### config.mk
export PLATFORM = sky130hd
export DESIGN_NAME = p_i_cache_ctrl_nway
export DESIGN_NICKNAME = d
export VERILOG_FILES = /design/src/rtl/p_i_cache_ctrl_nway.sv
export SDC_FILE = /design/constraint.sdc
export NUM_CORES = 1
export LEC_CHECK = 0
export CAP_MARGIN = 30
export CORE_MARGIN = 5
export CORE_UTILIZATION = 39
export DETAILED_ROUTE_END_ITERATION = 12
export PLACE_DENSITY = 0.84
export SETUP_SLACK_MARGIN = 0.05
export SYNTH_ARGS = -nofsm -noshare
export SYNTH_HDL_FRONTEND = slang
export SYNTH_SLANG_ARGS = --single-unit
### constraint.sdc
create_clock -name clk_i -period 3.92 [get_ports clk_i]
set_clock_uncertainty 0.2 [all_clocks]
set_input_delay 0.588 -clock clk_i [delete_from_list [all_inputs] [get_ports clk_i]]
set_output_delay 0.588 -clock clk_i [all_outputs]
set_load 0.1 [all_outputs]
### src/rtl/p_i_cache_ctrl_nway.sv
// ---------------------------------------------------------------------------
// p_i_cache_ctrl_nway
//   Control FSM for a pipelined, read-only, WAYS-way set-associative
//   instruction cache with tree pseudo-LRU replacement and a whole-cache
//   flush that clears one set per cycle while the pipeline is stalled.
//
// Parameters
//   WAYS      associativity (power of 2, 2..16)
//   SET_BITS  set-index width, SETS = 2**SET_BITS
//
// Ports
//   clk_i, rst_i        clock, synchronous active-high reset
//   mem_read_i          fetch request valid
//   mem_resp_o          fetch data valid this cycle
//   pmem_read_o         line-fill request to memory
//   pmem_resp_i         line-fill data valid
//   flush_req_i         pulse: invalidate the whole cache
//   flush_busy_o        high while a flush is in progress
//   pipe_hit_i          lookup-stage hit
//   pipe_way_hit_i      one-hot hit way
//   pipe_valid_i        valid bits of the indexed set
//   pipe_plru_i         PLRU bits of the indexed set (heap order, bit 0 = root)
//   way_load_o          one-hot: load tag / set valid / write data for a way
//   valid_datain_o      value written to the valid array
//   valid_clr_all_o     clear valid[set] in every way
//   flush_set_o         set index used while flushing
//   plru_load_o         write PLRU bits
//   plru_datain_o       new PLRU bits
//   addr_sel_o          0 = CPU address, 1 = miss address, 2 = flush_set
// ---------------------------------------------------------------------------
module p_i_cache_ctrl_nway #(
  parameter int WAYS     = 4,
  parameter int SET_BITS = 3
) (
  input  logic                clk_i,
  input  logic                rst_i,
  input  logic                mem_read_i,
  output logic                mem_resp_o,
  output logic                pmem_read_o,
  input  logic                pmem_resp_i,
  input  logic                flush_req_i,
  output logic                flush_busy_o,
  input  logic                pipe_hit_i,
  input  logic [WAYS-1:0]     pipe_way_hit_i,
  input  logic [WAYS-1:0]     pipe_valid_i,
  input  logic [WAYS-2:0]     pipe_plru_i,
  output logic [WAYS-1:0]     way_load_o,
  output logic                valid_datain_o,
  output logic                valid_clr_all_o,
  output logic [SET_BITS-1:0] flush_set_o,
  output logic                plru_load_o,
  output logic [WAYS-2:0]     plru_datain_o,
  output logic [1:0]          addr_sel_o
);

  localparam int LOG = $clog2(WAYS);

  typedef enum logic [1:0] {
    START = 2'd0,
    HIT   = 2'd1,
    MISS  = 2'd2,
    FLUSH = 2'd3
  } state_t;

  state_t              state_q, state_d;
  logic [SET_BITS-1:0] flush_cnt_q, flush_cnt_d;
  logic                flush_pend_q, flush_pend_d;
  // Set once the line has been written, so the re-lookup hit can be accepted
  // whether or not the memory keeps pmem_resp high for a second cycle.
  logic                fill_done_q, fill_done_d;
  logic                fill_we;
  logic [LOG-1:0]      victim;
  logic [LOG-1:0]      hit_idx;

  function automatic logic [LOG-1:0] onehot_to_idx(input logic [WAYS-1:0] oh);
    logic [LOG-1:0] r;
    r = '0;
    for (int i = 0; i < WAYS; i++) begin
      if (oh[i]) r = r | LOG'(i);
    end
    return r;
  endfunction

  // Every node on the accessed way's path points away from it: the node bit
  // takes the value of the way-index bit chosen at that level.
  function automatic logic [WAYS-2:0] plru_update(input logic [WAYS-2:0] cur,
                                                  input logic [LOG-1:0]  w);
    logic [WAYS-2:0] r;
    int              n;
    r = cur;
    n = 0;
    for (int l = 0; l < LOG; l++) begin
      r[n] = w[LOG-1-l];
      n    = 2 * n + 1 + int'(w[LOG-1-l]);
    end
    return r;
  endfunction

  // Lowest invalid way wins; otherwise walk the tree (bit 0 -> upper half).
  function automatic logic [LOG-1:0] pick_victim(input logic [WAYS-1:0] valid,
                                                 input logic [WAYS-2:0] plru);
    logic [LOG-1:0] r;
    logic           go;
    int             n;
    r = '0;
    n = 0;
    for (int l = 0; l < LOG; l++) begin
      go         = ~plru[n];
      r[LOG-1-l] = go;
      n          = 2 * n + 1 + int'(go);
    end
    for (int i = WAYS - 1; i >= 0; i--) begin
      if (!valid[i]) r = LOG'(i);
    end
    return r;
  endfunction

  assign victim  = pick_victim(pipe_valid_i, pipe_plru_i);
  assign hit_idx = onehot_to_idx(pipe_way_hit_i);

  generate
    for (genvar gi = 0; gi < WAYS; gi++) begin : g_way_load
      assign way_load_o[gi] = fill_we & (victim == LOG'(gi));
    end
  endgenerate

  always_ff @(posedge clk_i) begin
    if (rst_i) begin
      state_q      <= START;
      flush_cnt_q  <= '0;
      flush_pend_q <= 1'b0;
      fill_done_q  <= 1'b0;
    end else begin
      state_q      <= state_d;
      flush_cnt_q  <= flush_cnt_d;
      flush_pend_q <= flush_pend_d;
      fill_done_q  <= fill_done_d;
    end
  end

  always_comb begin
    state_d         = state_q;
    flush_cnt_d     = flush_cnt_q;
    flush_pend_d    = flush_pend_q;
    fill_done_d     = fill_done_q;
    fill_we         = 1'b0;
    mem_resp_o      = 1'b0;
    pmem_read_o     = 1'b0;
    flush_busy_o    = 1'b0;
    valid_datain_o  = 1'b0;
    valid_clr_all_o = 1'b0;
    flush_set_o     = '0;
    plru_load_o     = 1'b0;
    plru_datain_o   = '0;
    addr_sel_o      = 2'd0;

    unique case (state_q)
      START: begin
        flush_pend_d = 1'b0;
        fill_done_d  = 1'b0;
        if (flush_req_i)                   state_d = FLUSH;
        else if (mem_read_i && !pipe_hit_i) state_d = MISS;
        else if (mem_read_i)                state_d = HIT;
      end

      HIT: begin
        if (mem_read_i && pipe_hit_i) begin
          mem_resp_o    = 1'b1;
          plru_load_o   = 1'b1;
          plru_datain_o = plru_update(pipe_plru_i, hit_idx);
        end
        if (flush_req_i) begin
          state_d = FLUSH;
        end else if (mem_read_i && !pipe_hit_i) begin
          state_d     = MISS;
          fill_done_d = 1'b0;
        end
      end

      MISS: begin
        addr_sel_o  = 2'd1;
        pmem_read_o = !fill_done_q;
        if (flush_req_i) flush_pend_d = 1'b1;
        if (pmem_resp_i && !pipe_hit_i && !fill_done_q) begin
          fill_we        = 1'b1;
          valid_datain_o = 1'b1;
          fill_done_d    = 1'b1;
        end
        // Re-lookup hit after the fill: a pending flush runs before the
        // fetch is answered.
        if (pipe_hit_i && (pmem_resp_i || fill_done_q)) begin
          fill_done_d  = 1'b0;
          flush_pend_d = 1'b0;
          state_d      = (flush_pend_q || flush_req_i) ? FLUSH : HIT;
        end
      end

      FLUSH: begin
        addr_sel_o      = 2'd2;
        valid_clr_all_o = 1'b1;
        plru_load_o     = 1'b1;
        flush_busy_o    = 1'b1;
        flush_set_o     = flush_cnt_q;
        if (flush_cnt_q == {SET_BITS{1'b1}}) begin
          flush_cnt_d = '0;
          state_d     = START;
        end else begin
          flush_cnt_d = flush_cnt_q + 1'b1;
        end
      end

      default: state_d = START;
    endcase
  end

endmodule

==> results.yml, run 1 <==
drt:
  postRouteWirelength_um: 1600
  drtPass1Iterations: 3
  route.detailed.wl_per_inst_um: 12.4
  drt-vias-per-instance: 5.25
  vias: 677
  drtIter0Drc: 4
  ant_nets: 0
  drc: 0
pwr:
  leakage_nw: 0.415
  worst_ir_drop_vdd_mv: 0.178
  design_power_total_uw: 297
  p_per_area_nw_per_um2: 335
synthesis:
  post_synth_main_area_contributors: "sky130_fd_sc_hd__dfxtp_1 (24%), sky130_fd_sc_hd__a21oi_1 (6.9%), sky130_fd_sc_hd__nand2_1 (5.9%), sky130_fd_sc_hd__inv_1 (4.6%), sky130_fd_sc_hd__nor2_1 (4.6%)"
  synth.area.mux_share: 0.0174
  synth_top_family_by_area: "simple AND/OR/NAND/NOR gates"
  synth_async_sr_flop_share: 0
  synth-edff-count: 0
  synth_seq_area_share: 0.243
  synth_top_cell_by_area: "sky130_fd_sc_hd__dfxtp_1"
  synth_simple_gate_area_frac: 0.386
  postSynth.topFlopCell: "sky130_fd_sc_hd__dfxtp_1"
  post_synth_fa_ha_maj_area_fraction: 0.0434
  synth_compound_gate_area_share: 0.230
  netlist.area_leader.share: 0.243
  syn_avg_cell_area_um2: 7.21
  synth_xor_xnor_area_share: 0
  yosysMostFrequentCell: "sky130_fd_sc_hd__nand2_1"
  synthesis.instances: 80
  total_of_flip_flops_plus_latches_after_synthesis: 7
  ys_top_cells_by_count: "sky130_fd_sc_hd__nand2_1 (9), sky130_fd_sc_hd__a21oi_1 (8), sky130_fd_sc_hd__dfxtp_1 (7), sky130_fd_sc_hd__inv_1 (7), sky130_fd_sc_hd__nor2_1 (7)"
  synthesis.area_um2: 577
  ys_warn_count: 0
  synth_fp_nets: 99
  synth_cell_types: 32
clocking:
  clock_insertion_delay_worst_skew_ns: 0.26
  root_buffer: "sky130_fd_sc_hd__clkbuf_4"
  cts-root-to-sink-buffers: 2
  clk_pin_slew_ns: 0.05
  tritoncts: "built"
  cts_setup_buffers: 0
  cts_sinks: 7
  cts_hold_buffers: 0
  ctsResizeCount: 0
  numCtsBuffers: 3
  ctsHtreeMaxLevel: 1
global_route:
  grt_pass1_vias: 572
  grt_start_max_net_pins: 18
  grt_pass1_wl_um: 2600
  global_route_congestion_overflow_total: 0
  gr-usage-all-layers: 0.137
  grt_antenna_before_repair: 0
timing:
  finalWorstPathRequiredPeriod_ns: 2.83
  final.hold.worst_slack_ns: 0.268
  tightestPinTransition_ns: 0.508
  slew-limit-headroom: 0.661
  final.period_utilization: 0.722
  timing.final.max_slew_violations: 0
  finalHoldViolCount: 0
  max_clock_freq_mhz: 354
  finalSetupViolCount: 0
  unrepaired_setup_endpoints_after_global_routing: "no"
finish:
  multi_input_comb_area_um2: 390
  post_layout_nonfiller_instances: 129
  nFillCells: 121
  nets: 134
  post_route_cells_drive_above_1_share: 0.219
  antennaDiodeCount: 0
  sequential_cell_area_um2: 140
  flow.area_growth_from_synthesis_pct: 53.8
worst_setup_path:
  worstReg2RegStart: "state_q[1]"
  critical_path.startpoint_type: "input pin"
  capturing_element_type_of_the_critical_path: "primary output"
  crit_path_max_fanout: 4
  crit_type: "in2out"
  critPathRequiredTime_ns: 3.13
  regToRegEndpoint: "flush_cnt_q[0]"
  rrSetupSlack_ns: 2.38
  critical_path_arrival_ns: 2.04
  timing.reg2reg.worst_path_depth: 3
placement:
  post-place-cells: 125
  place_hpwl_um: 1270
  gp_routability_congestion: 0.799
  place.port_buffers: 33
worst_hold_path:
  min-delay-path-class: "reg2reg"
  hold_end: "flush_cnt_q[1]"
  hold_start: "flush_cnt_q[1]"
  worstHoldPathCells: 2
die:
  std_cell_rows: 13
  design.core.area_um2: 1350
  die_span_in_x_um: 48.5
  die_h_um: 48.5
  start_util: 0.427
  io_pins: 35
  design.die.area_um2: 2350
run_status:
  status: "finished, final reports clean"
job:
  timing.max_cap.violations: 0
==> stage by stage <==
step | area (um2) | utilization | setup TNS, ns | setup WS [ns]
3_3_place_gp | 861 | 0.638 | 0 | 1.15
5_1_grt | 887 | 0.657 | 0 | 1.03
3_5_place_dp | 861 | 0.638 | 0 | 1.09
4_1_cts | 887 | 0.657 | 0 | 1.09
2_1_floorplan | 577 | - | -1.47 | -0.538
6_report | 887 | 0.657 | 0 | 1.09
==> per-layer routing <==
layer | GRT usage | vias up | part of all wire
li1 | - | 354 | -
met1 | 0.158 | 296 | 0.44
met2 | 0.220 | 23 | 0.48
met3 | 0.0398 | 4 | 0.060
met4 | 0.0807 | 0 | 0.017
met5 | 0 | - | 0
==> worst max path at each step <==
| stage | startpoint | to | slack, ns |
|---|---|---|---|
| after floorplan | state_q[0] | way_load_o[1] | -0.54 |
| after global placement | pipe_plru_i[0] | way_load_o[1] | 1.15 |
| after detailed placement | pipe_plru_i[0] | way_load_o[3] | 1.09 |
| after CTS | pipe_valid_i[1] | way_load_o[2] | 1.09 |
| after global routing | pipe_valid_i[1] | way_load_o[2] | 1.03 |
| final | pipe_valid_i[1] | way_load_o[2] | 1.09 |
==> flip-flops by register name, summed over array words and instances (netlist names) <==
name	count
flush_cnt_q	3
fill_done_q	1
flush_pend_q	1
state_q	2
==> kinds of logic (layout without fill, tap and decap cells) <==
group / count (synthesis) / count (layout)
fa+ha+maj: 2 / 2
buf+inv: 10 / 44
compound gates: 20 / 20
simple gates: 40 / 40
flops: 7 / 7
mux: 1 / 1
==> layout make-up <==
cell class / count / share of cell area
Tap cell: 15 / 0.0212
Clock buffer: 4 / 0.0296
Timing Repair Buffer: 33 / 0.322
Sequential cell: 7 / 0.158
Inverter: 7 / 0.0296
Multi-Input combinational cell: 63 / 0.440
==> worst max-delay path, stage by stage <==
cell and delay, ns:
sky130_fd_sc_hd__clkdlybuf4s50_1 0.51, sky130_fd_sc_hd__nand2_1 0.07, sky130_fd_sc_hd__o221ai_1 0.28, sky130_fd_sc_hd__nor3b_1 0.26, sky130_fd_sc_hd__buf_4 0.33
==> where the power goes <==
group	internal, mW	switching, mW	total, mW
combinational	0.0429	0.0965	0.139
clock	0.0390	0.0289	0.0679
sequential	0.0767	0.0129	0.0896
total	0.159	0.138	0.297
==> layout by cell type, fill, tap and decap left out, drive strengths merged <==
cell type / instances
or3: 1
and3: 4
o221ai: 1
mux2i: 1
nor2: 7
a22o: 1
clkbuf: 4
nand4b: 1
a221oi: 1
and2b: 1
and2: 1
nand2: 10
nand2b: 4
nor3b: 2
a211oi: 3
buf: 18
nor4: 1
o21ai: 3
inv: 7
nor4b: 1
a21oi: 8
dfxtp: 7
o21bai: 1
o21a: 1
clkdlybuf4s50: 15
o211ai: 1
nor3: 3
nand3: 3
nor2b: 1
ha: 2
No activity file was read; power rests on OpenSTA's default activity.
==> run 2: changes to the inputs <==
--- a/config.mk
+++ b/config.mk
@@ -7,9 +7,9 @@
 export LEC_CHECK = 0
 export CAP_MARGIN = 30
 export CORE_MARGIN = 5
-export CORE_UTILIZATION = 39
+export CORE_UTILIZATION = 36
 export DETAILED_ROUTE_END_ITERATION = 12
-export PLACE_DENSITY = 0.84
+export PLACE_DENSITY = 0.78
 export SETUP_SLACK_MARGIN = 0.05
 export SYNTH_ARGS = -nofsm -noshare
 export SYNTH_HDL_FRONTEND = slang
==> constraint.sdc (replaced) <==
create_clock -name clk_i -period 2.73 [get_ports clk_i]
set_clock_uncertainty 0.2 [all_clocks]
set_input_delay 0.4095 -clock clk_i [delete_from_list [all_inputs] [get_ports clk_i]]
set_output_delay 0.4095 -clock clk_i [all_outputs]
set_load 0.1 [all_outputs]
==> results.yml, run 2 (synthesized netlist as in run 1, its figures left out) <==
run_status:
  status: "finished, final reports clean"
global_route:
  grt_start_max_net_pins: 18
  gr-usage-all-layers: 0.156
  globalRouteMet3Util: 0.0271
  global_route_congestion_overflow_total: 0
  grt_antenna_before_repair: 0
  grt_pass1_wl_um: 3040
  busiest_layer: "met2"
  grt_pass1_vias: 689
  grt_util_met1: 0.165
  global_routing_usage_on_met2: 0.278
clocking:
  root_buffer: "sky130_fd_sc_hd__clkbuf_4"
  cts_sinks: 7
  numCtsBuffers: 3
  cts-root-to-sink-buffers: 2
  tritoncts: "built"
  clock_insertion_delay_worst_skew_ns: 0.26
  clk_pin_slew_ns: 0.05
  ctsHtreeMaxLevel: 1
  cts_setup_buffers: 0
placement:
  gp_routability_congestion: 0.695
  place_hpwl_um: 1440
  place.port_buffers: 33
worst_setup_path:
  critical_path_arrival_ns: 1.85
  crit_path_max_fanout: 17
  critical_path.startpoint_type: "register"
  capturing_element_type_of_the_critical_path: "primary output"
  critPathRequiredTime_ns: 2.12
  crit_type: "reg2out"
timing:
  finalSetupViolCount: 0
  final.hold.worst_slack_ns: 0.285
  slew-limit-headroom: 0.666
  final.period_utilization: 0.899
  finalHoldViolCount: 0
  finalWorstPathRequiredPeriod_ns: 2.46
  unrepaired_setup_endpoints_after_global_routing: "no"
  max_clock_freq_mhz: 407
  timing.final.max_slew_violations: 0
  fin_setup_tns_ns: 0
  tightestPinTransition_ns: 0.500
die:
  start_util: 0.383
  design.die.area_um2: 2500
  die_span_in_x_um: 50.0
  design.core.area_um2: 1510
  io_pins: 35
  die_h_um: 50.0
  std_cell_rows: 14
finish:
  multi_input_comb_area_um2: 442
  post_route_cells_drive_above_1_share: 0.302
  nFillCells: 130
  sequential_cell_area_um2: 140
  nets: 136
  reg_top3: "flush_cnt_q x3, state_q x2"
  flow.area_growth_from_synthesis_pct: 87.9
  leading_cell_types_in_the_layout_fill_and_taps_excluded: "sky130_fd_sc_hd__clkdlybuf4s50_1 (15), sky130_fd_sc_hd__buf_12 (10), sky130_fd_sc_hd__buf_4 (10), sky130_fd_sc_hd__nand2_1 (9)"
  layout_commonest_cell: "sky130_fd_sc_hd__clkdlybuf4s50_1"
  max_flop_register: "flush_cnt_q"
  antennaDiodeCount: 0
  largest_register_ff_count: 3
worst_hold_path:
  min-delay-path-class: "reg2reg"
drt:
  ant_nets: 0
  postRouteWirelength_um: 1750
  drc: 0
  drtIter0Drc: 6
  drtPass1Iterations: 4
  vias: 707
  route.detailed.wl_per_inst_um: 13.2
  drt-vias-per-instance: 5.36
pwr:
  worst_ir_drop_vdd_mv: 0.335
  p_per_area_nw_per_um2: 419
  leakage_nw: 0.461
job:
  timing.max_cap.violations: 0
[run 2: changes by cell type in the layout (fill, tap and decap cells not counted), sizes merged]
cell / delta
buf: +2
clkinvlp: +1
inv: -1
[run 2: layout make-up]
class / count / share of cell area
clock buffer: 4 / 0.0242
tap: 16 / 0.0185
timing repair buffer: 35 / 0.393
sequential: 7 / 0.129
multi-input combinational: 63 / 0.408
inverter: 7 / 0.0277
[run 2: routing by layer]
metal	wire, um	vias up
met5	0	-
met4	36	0
met3	134	3
met2	854	36
met1	720	314
li1	-	354
[run 2: stage by stage]
step	area [um2]	worst slack [ns]	util	power, mW	cells
6_report	1080	0.275	0.719	0.455	132
5_1_grt	1080	0.163	0.719	0.483	132
4_1_cts	1080	0.243	0.719	0.461	132
3_5_place_dp	1050	0.0357	0.698	0.360	128
3_3_place_gp	1050	0.107	0.698	0.356	128
2_1_floorplan	626	0.0521	-	0.284	80
[run 2: timing repair]
item | CTS | global route
resized for setup | 1 | 0
hold buffers | 0 | 0
setup endpoints to repair | 1 | 0
[run 2: final timing paths]
kind                                      from             end  slack (ns)  cells past startpoint
worst min-delay path            flush_cnt_q[2]  flush_cnt_q[2]        0.28                      2
worst max register to register      state_q[0]  flush_cnt_q[0]        1.20                      3
worst min register to register  flush_cnt_q[2]  flush_cnt_q[2]        0.28                      2
worst max-delay path                state_q[0]   way_load_o[0]        0.27                      5
[run 2: report_power, final]
| group | internal, mW | switching [mW] |
|---|---|---|
| Sequential | 0.110 | 0.0111 |
| Clock | 0.0560 | 0.0410 |
| Combinational | 0.0822 | 0.154 |
| Total | 0.248 | 0.206 |
[run 2: worst max-delay path: stages, from the launching register on]
cell and delay [ns]:
sky130_fd_sc_hd__dfxtp_1 0.63, sky130_fd_sc_hd__and2b_4 0.27, sky130_fd_sc_hd__nand3_2 0.19, sky130_fd_sc_hd__clkinvlp_4 0.16, sky130_fd_sc_hd__and3_4 0.17, sky130_fd_sc_hd__buf_12 0.16
==> run 3: changes to the inputs <==
--- a/config.mk
+++ b/config.mk
@@ -10,7 +10,9 @@
 export CORE_UTILIZATION = 36
 export DETAILED_ROUTE_END_ITERATION = 12
 export PLACE_DENSITY = 0.78
+export RECOVER_POWER = 100
 export SETUP_SLACK_MARGIN = 0.05
+export SLEW_MARGIN = 15
 export SYNTH_ARGS = -nofsm -noshare
 export SYNTH_HDL_FRONTEND = slang
 export SYNTH_SLANG_ARGS = --single-unit
==> results.yml, run 3 (synthesized netlist as in run 1, its figures left out) <==
pwr:
  worst_ir_drop_vdd_mv: 0.325
  design_power_total_uw: 432
  leakage_nw: 0.428
  p_per_area_nw_per_um2: 443
clocking:
  clock_insertion_delay_worst_skew_ns: 0.26
  clk_pin_slew_ns: 0.05
  numCtsBuffers: 3
  ctsHtreeMaxLevel: 1
  root_buffer: "sky130_fd_sc_hd__clkbuf_4"
  cts_hold_buffers: 0
  tritoncts: "built"
  cts_setup_buffers: 0
  cts_sinks: 7
  cts-root-to-sink-buffers: 2
finish:
  leading_cell_types_in_the_layout_fill_and_taps_excluded: "sky130_fd_sc_hd__clkdlybuf4s50_1 (14), sky130_fd_sc_hd__nand2_1 (10), sky130_fd_sc_hd__a21oi_1 (8), sky130_fd_sc_hd__clkbuf_2 (8)"
  postLayoutCellArea_um2: 973
  multi_input_comb_area_um2: 420
  largest_register_ff_count: 3
  post_route_cells_drive_above_1_share: 0.259
  reg_top3: "flush_cnt_q x3, state_q x2"
  layout_commonest_cell: "sky130_fd_sc_hd__clkdlybuf4s50_1"
  antennaDiodeCount: 0
  max_flop_register: "flush_cnt_q"
  nets: 136
  nFillCells: 152
  sequential_cell_area_um2: 140
  flow.area_growth_from_synthesis_pct: 68.8
global_route:
  global_route_congestion_overflow_total: 0
  global_routing_usage_on_met2: 0.278
  grt_util_met1: 0.165
  grt_pass1_wl_um: 3040
  busiest_layer: "met2"
  globalRouteMet3Util: 0.0271
  grt_antenna_before_repair: 0
  grt_pass1_vias: 689
  gr-usage-all-layers: 0.156
  grt_start_max_net_pins: 18
job:
  timing.max_cap.violations: 0
die:
  design.die.area_um2: 2500
  start_util: 0.383
  io_pins: 35
  die_span_in_x_um: 50.0
  design.core.area_um2: 1510
  die_h_um: 50.0
  std_cell_rows: 14
timing:
  final.period_utilization: 0.922
  finalHoldViolCount: 0
  slew-limit-headroom: 0.631
  max_clock_freq_mhz: 397
  finalWorstPathRequiredPeriod_ns: 2.52
  finalSetupViolCount: 0
  timing.final.max_slew_violations: 0
  unrepaired_setup_endpoints_after_global_routing: "no"
  tightestPinTransition_ns: 0.556
  fin_setup_tns_ns: 0
worst_setup_path:
  timing.reg2reg.worst_path_depth: 4
  regToRegEndpoint: "fill_done_q"
  critical_path_arrival_ns: 1.91
  crit_path_max_fanout: 4
  critPathRequiredTime_ns: 2.12
  crit_type: "in2out"
  rrSetupSlack_ns: 1.10
  capturing_element_type_of_the_critical_path: "primary output"
  worstReg2RegStart: "state_q[1]"
  critical_path.startpoint_type: "input pin"
drt:
  ant_nets: 0
  drt-vias-per-instance: 5.34
  drc: 0
  postRouteWirelength_um: 1760
  vias: 705
  route.detailed.wl_per_inst_um: 13.3
  drtIter0Drc: 2
  drtPass1Iterations: 3
placement:
  placed_area_um2: 1050
  place.port_buffers: 33
  place_hpwl_um: 1440
  gp_routability_congestion: 0.695
run_status:
  status: "finished, final reports clean"
worst_hold_path:
  worstHoldPathCells: 2
  hold_end: "flush_cnt_q[2]"
  hold_start: "flush_cnt_q[2]"
  min-delay-path-class: "reg2reg"
## run 3: what timing repair did
action / in CTS / in global routing
endpoints found under the setup margin: 1 / 0
endpoints found under the hold margin: 0 / 0
gates resized for setup: 1 / 0
## run 3: worst max-delay path by stage
stage | from | end | slack (ns)
after global routing | pipe_hit_i | plru_datain_o[1] | 0.09
final | pipe_plru_i[0] | way_load_o[1] | 0.21
after detailed placement | pipe_plru_i[0] | way_load_o[2] | 0.04
after CTS | pipe_plru_i[0] | way_load_o[2] | 0.24
after floorplan | state_q[0] | plru_datain_o[0] | 0.05
after global placement | pipe_plru_i[0] | way_load_o[2] | 0.11
## run 3: cell type report
cell class / count / share of cell area
multi-input combinational: 63 / 0.432
sequential: 7 / 0.144
clock buffer: 4 / 0.0270
tap: 16 / 0.0206
inverter: 7 / 0.0283
timing repair buffer: 35 / 0.348
## run 3: critical path, stage by stage
cell,delay (ns)
sky130_fd_sc_hd__clkdlybuf4s50_1,0.50
sky130_fd_sc_hd__mux2i_1,0.25
sky130_fd_sc_hd__o221ai_2,0.20
sky130_fd_sc_hd__nor3b_4,0.19
sky130_fd_sc_hd__clkbuf_4,0.35
## run 3: report_power, final
part           total, mW  switching [mW]  internal [mW]
combinational      0.214           0.150         0.0642
sequential         0.121          0.0105          0.110
clock             0.0969          0.0409         0.0560
total              0.432           0.201          0.230
## run 3: routing by layer
metal	vias up	routed length, um
li1	357	-
met1	312	737
met2	33	842
met3	3	139
met4	0	36
met5	-	0
## run 3: stage by stage
stage           util  hold slack [ns]  setup WS, ns  std cells
2_1_floorplan      -            0.243        0.0521         80
3_3_place_gp   0.698            0.257         0.107        128
3_5_place_dp   0.698            0.275        0.0357        128
4_1_cts        0.719            0.283         0.243        132
5_1_grt        0.646            0.324        0.0854        132
6_report       0.646            0.284         0.214        132
